**config.mk**
```make
export PLATFORM = sky130hd
export DESIGN_NAME = modulo_controle_transferencia_rolhas_flat
export DESIGN_NICKNAME = d
export VERILOG_FILES = /design/src/rtl/modulo_controle_transferencia_rolhas_if.sv /design/src/rtl/modulo_controle_transferencia_rolhas.sv /design/src/flat_wrapper.sv
export SDC_FILE = /design/constraint.sdc
export NUM_CORES = 1
export LEC_CHECK = 0
export ABC_AREA = 1
export CORE_ASPECT_RATIO = 1.25
export CORE_MARGIN = 8
export CORE_UTILIZATION = 45
export CTS_CLUSTER_DIAMETER = 200
export DETAILED_ROUTE_END_ITERATION = 8
export PLACE_DENSITY = 0.73
export SKIP_LAST_GASP = 1
export SYNTH_ARGS = -nofsm -noshare
export SYNTH_HDL_FRONTEND = slang
export SYNTH_SLANG_ARGS = --single-unit
```
**constraint.sdc**
```tcl
create_clock -name clk -period 10.6 [get_ports clk]
set_clock_uncertainty 0.15 [all_clocks]
set_input_delay 2.12 -clock clk [delete_from_list [all_inputs] [get_ports clk]]
set_output_delay 2.12 -clock clk [all_outputs]
set_load 0.1 [all_outputs]
```
**src/rtl/modulo_controle_transferencia_rolhas_if.sv**
```systemverilog
// Cork-controller bus: enable, sealing handshake, operator request,
// secondary-load port and the register/status outputs.
// Optional feature macro: ROLHAS_ESTATISTICA_EN adds total_transf.
interface modulo_controle_transferencia_rolhas_if #(
    parameter int WIDTH = 7
);
    logic             enable;
    logic             ve_req;
    logic             ve_ack;
    logic             op_req;
    logic             sec_load;
    logic [WIDTH-1:0] sec_qtd;
    logic [WIDTH-1:0] principal;
    logic [WIDTH-1:0] secundario;
    logic             ro;
    logic             min_r;
    logic             alarme;
    logic             transf_done;
    logic [1:0]       estado;
`ifdef ROLHAS_ESTATISTICA_EN
    logic [15:0]      total_transf;

    modport slave (
        input  enable, ve_req, op_req, sec_load, sec_qtd,
        output ve_ack, principal, secundario, ro, min_r, alarme,
               transf_done, estado, total_transf
    );

    modport master (
        output enable, ve_req, op_req, sec_load, sec_qtd,
        input  ve_ack, principal, secundario, ro, min_r, alarme,
               transf_done, estado, total_transf
    );
`else
    modport slave (
        input  enable, ve_req, op_req, sec_load, sec_qtd,
        output ve_ack, principal, secundario, ro, min_r, alarme,
               transf_done, estado
    );

    modport master (
        output enable, ve_req, op_req, sec_load, sec_qtd,
        input  ve_ack, principal, secundario, ro, min_r, alarme,
               transf_done, estado
    );
`endif
endinterface

```
**src/rtl/modulo_controle_transferencia_rolhas.sv**
```systemverilog
// Cork transfer controller: owns the main (principal) and secondary
// (secundario) cork registers and arbitrates sealing consumption,
// automatic/operator refill batches and secondary loading.
// Optional feature macro: ROLHAS_ESTATISTICA_EN adds the total_transf
// counter of corks moved secondary->main.
module modulo_controle_transferencia_rolhas #(
    parameter int WIDTH         = 7,
    parameter int MAX_PRINCIPAL = 99,
    parameter int MIN_PRINCIPAL = 5,
    parameter int LOTE          = 15
) (
    input  logic clk,
    input  logic clr,
    modulo_controle_transferencia_rolhas_if.slave bus
);

    localparam int               LW    = $clog2(LOTE + 1);
    localparam logic [WIDTH-1:0] MAX_P = WIDTH'(MAX_PRINCIPAL);
    localparam logic [WIDTH-1:0] MIN_P = WIDTH'(MIN_PRINCIPAL);
    localparam logic [LW-1:0]    LOTE_V = LW'(LOTE);

    typedef enum logic [1:0] {
        OCIOSO    = 2'b00,
        TRANSFERE = 2'b01,
        CONCLUI   = 2'b10,
        BLOQUEADO = 2'b11
    } estado_t;

    estado_t          state_q, state_d;
    logic [WIDTH-1:0] principal_q, principal_d;
    logic [WIDTH-1:0] secundario_q, secundario_d;
    logic [LW-1:0]    lote_q, lote_d;
    logic             ve_ack_q, ve_ack_d;
    logic             grant;
    logic             move;
    logic             min_r_w;
    logic [WIDTH:0]   sec_sum;

    assign min_r_w = (principal_q < MIN_P);

    // Consumption wins every cycle; a grant is never issued while the
    // previous ack is still visible, so at most one cork per two cycles.
    assign grant = bus.enable && bus.ve_req && !ve_ack_q && (principal_q != '0);

    // A refill move only happens in TRANSFERE cycles without a grant.
    assign move  = bus.enable && (state_q == TRANSFERE) && !grant &&
                   (secundario_q != '0) && (principal_q < MAX_P);

    // Register datapath: consumption/move on principal, move and load on
    // secundario with saturation computed one bit wider.
    always_comb begin
        principal_d  = principal_q;
        secundario_d = secundario_q;
        sec_sum      = {1'b0, secundario_q};
        ve_ack_d     = grant;
        if (bus.enable) begin
            if (grant) begin
                principal_d = principal_q - 1'b1;
            end else if (move) begin
                principal_d = principal_q + 1'b1;
            end
            sec_sum = {1'b0, secundario_q} - {{WIDTH{1'b0}}, move} +
                      (bus.sec_load ? {1'b0, bus.sec_qtd} : '0);
            secundario_d = (sec_sum > {1'b0, MAX_P}) ? MAX_P : sec_sum[WIDTH-1:0];
        end
    end

    // Transfer FSM next state and batch counter.
    always_comb begin
        state_d = state_q;
        lote_d  = lote_q;
        if (bus.enable) begin
            if (move) begin
                lote_d = lote_q + 1'b1;
            end
            unique case (state_q)
                OCIOSO: begin
                    if ((min_r_w || bus.op_req) && (secundario_q != '0) &&
                        (principal_q < MAX_P)) begin
                        state_d = TRANSFERE;
                        lote_d  = '0;
                    end else if (min_r_w && (secundario_q == '0)) begin
                        state_d = BLOQUEADO;
                    end
                end
                TRANSFERE: begin
                    if (move) begin
                        if ((lote_d == LOTE_V) || (principal_d == MAX_P) ||
                            (secundario_d == '0)) begin
                            state_d = CONCLUI;
                        end
                    end else if (!grant) begin
                        // Nothing left to move: close the batch.
                        state_d = CONCLUI;
                    end
                end
                CONCLUI: begin
                    state_d = OCIOSO;
                end
                BLOQUEADO: begin
                    if ((secundario_q != '0) || !min_r_w) begin
                        state_d = OCIOSO;
                    end
                end
            endcase
        end
    end

    // State registers; _d values already hold when enable is low.
    always_ff @(posedge clk) begin
        if (clr) begin
            state_q      <= OCIOSO;
            principal_q  <= '0;
            secundario_q <= '0;
            lote_q       <= '0;
            ve_ack_q     <= 1'b0;
        end else begin
            state_q      <= state_d;
            principal_q  <= principal_d;
            secundario_q <= secundario_d;
            lote_q       <= lote_d;
            ve_ack_q     <= ve_ack_d;
        end
    end

`ifdef ROLHAS_ESTATISTICA_EN
    logic [15:0] total_q, total_d;

    // Saturating count of corks moved secondary->main.
    always_comb begin
        total_d = total_q;
        if (move && (total_q != 16'hFFFF)) begin
            total_d = total_q + 16'd1;
        end
    end

    // Statistics register.
    always_ff @(posedge clk) begin
        if (clr) begin
            total_q <= '0;
        end else begin
            total_q <= total_d;
        end
    end

    assign bus.total_transf = total_q;
`endif

    assign bus.ve_ack      = ve_ack_q && bus.enable;
    assign bus.transf_done = (state_q == CONCLUI) && bus.enable;
    assign bus.alarme      = (state_q == BLOQUEADO);
    assign bus.estado      = state_q;
    assign bus.principal   = principal_q;
    assign bus.secundario  = secundario_q;
    assign bus.ro          = (principal_q == '0);
    assign bus.min_r       = min_r_w;

endmodule

```
**src/flat_wrapper.sv**
```systemverilog
// flat-port wrapper written by rule: the top's interface ports become plain ports
module modulo_controle_transferencia_rolhas_flat 
#(
    parameter int WIDTH         = 7,
    parameter int MAX_PRINCIPAL = 99,
    parameter int MIN_PRINCIPAL = 5,
    parameter int LOTE          = 15
)
  (clk, clr, bus_enable, bus_ve_req, bus_op_req, bus_sec_load, bus_sec_qtd, bus_ve_ack, bus_principal, bus_secundario, bus_ro, bus_min_r, bus_alarme, bus_transf_done, bus_estado);
  modulo_controle_transferencia_rolhas_if #(.WIDTH(WIDTH)) bus_i ();
  input  logic clk;
  input  logic clr;
  input wire logic [$bits(bus_i.enable)-1:0] bus_enable;
  input wire logic [$bits(bus_i.ve_req)-1:0] bus_ve_req;
  input wire logic [$bits(bus_i.op_req)-1:0] bus_op_req;
  input wire logic [$bits(bus_i.sec_load)-1:0] bus_sec_load;
  input wire logic [$bits(bus_i.sec_qtd)-1:0] bus_sec_qtd;
  output wire logic [$bits(bus_i.ve_ack)-1:0] bus_ve_ack;
  output wire logic [$bits(bus_i.principal)-1:0] bus_principal;
  output wire logic [$bits(bus_i.secundario)-1:0] bus_secundario;
  output wire logic [$bits(bus_i.ro)-1:0] bus_ro;
  output wire logic [$bits(bus_i.min_r)-1:0] bus_min_r;
  output wire logic [$bits(bus_i.alarme)-1:0] bus_alarme;
  output wire logic [$bits(bus_i.transf_done)-1:0] bus_transf_done;
  output wire logic [$bits(bus_i.estado)-1:0] bus_estado;
  assign bus_i.enable = bus_enable;
  assign bus_i.ve_req = bus_ve_req;
  assign bus_i.op_req = bus_op_req;
  assign bus_i.sec_load = bus_sec_load;
  assign bus_i.sec_qtd = bus_sec_qtd;
  assign bus_ve_ack = bus_i.ve_ack;
  assign bus_principal = bus_i.principal;
  assign bus_secundario = bus_i.secundario;
  assign bus_ro = bus_i.ro;
  assign bus_min_r = bus_i.min_r;
  assign bus_alarme = bus_i.alarme;
  assign bus_transf_done = bus_i.transf_done;
  assign bus_estado = bus_i.estado;
  modulo_controle_transferencia_rolhas #(.WIDTH(WIDTH), .MAX_PRINCIPAL(MAX_PRINCIPAL), .MIN_PRINCIPAL(MIN_PRINCIPAL), .LOTE(LOTE)) u_core (.clk(clk), .clr(clr), .bus(bus_i));
endmodule
```
==> impl_metrics.yaml <==
placed_design:
  port_buffers: 33
  gp_congestion: 0.7951
  hpwl_mm: 3.963
critical_path:
  crit-reg2reg-capture: "u_core.bus.estado[0]"
  ff2ff_setup_slack_ps: 6570
  cp_slowest_cell: "clkdlybuf4s50_1"
  path_cells: "clkdlybuf4s50_1, inv_1, nor3_1, clkdlybuf4s50_1"
  path_max_fanout: 15
  cp_top_family: "buffers and inverters"
  cp.required_ps: 8330
  reg2reg_depth: 26
  cpPeakStageDelay_ps: 1160
  start_kind: "input port"
  path_class: "in -> out"
  cp.arrival_ps: 4400
  rr_startpoint: "u_core.bus.principal[0]"
  cp_common_cell: "clkdlybuf4s50_1"
  crit_path_end_kind: "output pin"
  worstSetupStartpoint: "bus_enable"
  crit_buf_inv: 3
timing:
  rsz0062_at_grt: "no"
  slew_violations: 0
  final.period_utilization_pct: 62.97
  period_needed_ps: 6674
  tns_ps: 0
  fmax_mhz: 149.8
  slew_headroom_pct: 34.66
  tightest_slew_ps: 977.0
  hold_violations: 0
  finalSetupViolations: 0
floorplanning:
  start_util_pct: 46.70
  die_w_um: 76.38
  io_pins: 34
  std_cell_rows: 27
  die_area_um2: 6987
  coreArea_um2: 4392
  die_h_um: 91.48
final_layout:
  antennaDiodeCount: 0
  fill_cells: 457
  area_delta_synth_final_pct: 19.71
  final_nets: 407
  layout-drive-gt1-share_pct: 7.733
logic_synthesis:
  ys_ff_latch: 21
  synth.area.top_cells: "nand2_1 21%, dfxtp_1 21%, ha_1 10%, inv_1 10%, nand3_1 5.9%"
  yosysTopAreaCell: "nand2_1"
  netlist-cell-type-count: 31
  yosys_warnings: 0
  syn_nets: 376
  yosys.area.top_type_share_pct: 21.05
  synth_area_um2: 2051
  syn-mean-instance-area_um2: 5.944
  ys_seq_area_share_pct: 20.50
  synthCells: 345
routing:
  firstDrtPassIters: 6
  drt_iter0_markers: 96
  drt_wl_total_mm: 4.792
  via_count: 2086
  via_per_inst: 4.818
  wl_per_cell_um: 11.07
  drc_errors: 0
  antenna_left: 0
clock_tree:
  cts.sinks: 21
  cts_root_buf: "clkbuf_8"
  cts_inserted_buffers: 3
  post_cts_resized: 0
  htree_num_levels: 1
  clk-insertion-delay-late_ps: 260
  clockBufferDepth: 2
  path_clk_slew_ps: 80
  hold_buffers: 0
  post_cts_buffers: 0
  cts_tree: "yes"
grt:
  grt_pass1_wl_mm: 8.576
  antenna_found_initial: 0
  grt_pass1_vias: 2033
  gr-usage-all-layers_pct: 14.36
  grt_start_max_net_pins: 20
  grt_remaining_overflow: 0
worst_hold_path:
  min_path_type: "reg -> reg"
  worstHoldStart: "u_core.lote_q[1]"
  min_path_cells: 2
  holdPathEnd: "u_core.lote_q[1]"
outcome:
  outcome: "completed"
job:
  cap_violations: 0
cell usage in the layout, fill, tap and decap left out:
| master | count |
|---|---|
| a21oi_1 | 14 |
| a21oi_2 | 1 |
| a221oi_1 | 1 |
| a22oi_1 | 1 |
| clkbuf_1 | 1 |
| clkbuf_8 | 3 |
| clkdlybuf4s50_1 | 33 |
| clkinv_1 | 1 |
| dfxtp_1 | 21 |
| fa_1 | 1 |
| ha_1 | 17 |
| inv_1 | 56 |
| inv_2 | 8 |
| nand2_1 | 115 |
| nand2_2 | 4 |
| nand2_4 | 1 |
| nand3_1 | 24 |
| nand3_2 | 1 |
| nand3_4 | 1 |
| nand3b_1 | 3 |
| nand4_1 | 2 |
| nor2_1 | 32 |
| nor2_2 | 6 |
| nor2_4 | 4 |
| nor3_1 | 4 |
| o2111ai_1 | 1 |
| o21ai_0 | 3 |
| o21ai_1 | 6 |
| xnor2_1 | 2 |
| xor2_1 | 8 |
synth_stat cells:
cell and n:
nand2_1 115, nor2_2 6, fa_1 1, nand2_4 1, nor2_1 32, nand3_4 1
inv_1 56, ha_1 17, clkinv_1 1, nor2_4 4, clkbuf_1 2, o21ai_0 3
buf_6 2, buf_1 1, xor2_1 8, xnor2_1 2, nor3_1 4, inv_2 8
buf_2 2, nand2_2 4, nand3_1 24, a21oi_2 1, a21oi_1 14, nand3b_1 3
dfxtp_1 21, o2111ai_1 1, a221oi_1 1, o21ai_1 6, nand3_2 1, nand4_1 2
a22oi_1 1
cell families after synthesis:
kind of cell	Yosys count	share of synthesized area, %
buf+inv	72	14.03
xor+xnor	10	4.271
fa+ha+maj	18	11.35
simple gates	197	42.59
flops	21	20.50
compound gates	27	7.261
flip-flops by register name, summed over array words and instances (netlist names):
register	count
u_core.bus.secundario	7
u_core.ve_ack_q	1
u_core.bus.principal	7
u_core.bus.estado	2
u_core.lote_q	4
cell type report:
class	count	area, µm²	area share (%)
clock buffer	4	45.04	1.835
timing repair buffer	33	330.3	13.46
inverter	65	244.0	9.939
tap	58	72.57	2.956
sequential	21	420.4	17.13
multi-input combinational	252	1343	54.69
metrics by stage:
stage	utilization [%]	instances	hold WS (ps)	worst slack (ps)	instance area [µm²]
2_1_floorplan	-	345	320.5	3719	2051
3_3_place_gp	54.87	429	343.1	3952	2410
3_5_place_dp	54.87	429	343.2	3909	2410
4_1_cts	55.90	433	354.3	3904	2455
5_1_grt	55.90	433	386.1	3822	2455
6_report	55.90	433	349.1	3926	2455
worst min-delay path, cell delays in order (launching register included):
cell	delay (ps)
dfxtp_1	340
nand2_1	70
a21oi_1	50
layer usage:
| layer | GRT usage [%] | vias to the layer above | wire length, µm |
|---|---|---|---|
| met5 | 0 | - | 0 |
| met4 | 8.682 | 0 | 158 |
| met3 | 2.367 | 13 | 180 |
| met2 | 26.49 | 45 | 2443 |
| met1 | 14.80 | 914 | 2010 |
| li1 | - | 1114 | - |
worst max path at each step:
stage,to,depth (start not counted)
after floorplan,bus_transf_done,4
after global placement,bus_transf_done,4
after detailed placement,bus_transf_done,4
after CTS,bus_transf_done,4
after global routing,bus_transf_done,4
final,bus_transf_done,4
Power is not shown: default switching activity piles up to over one toggle a cycle in this logic, so the estimate is an artifact.
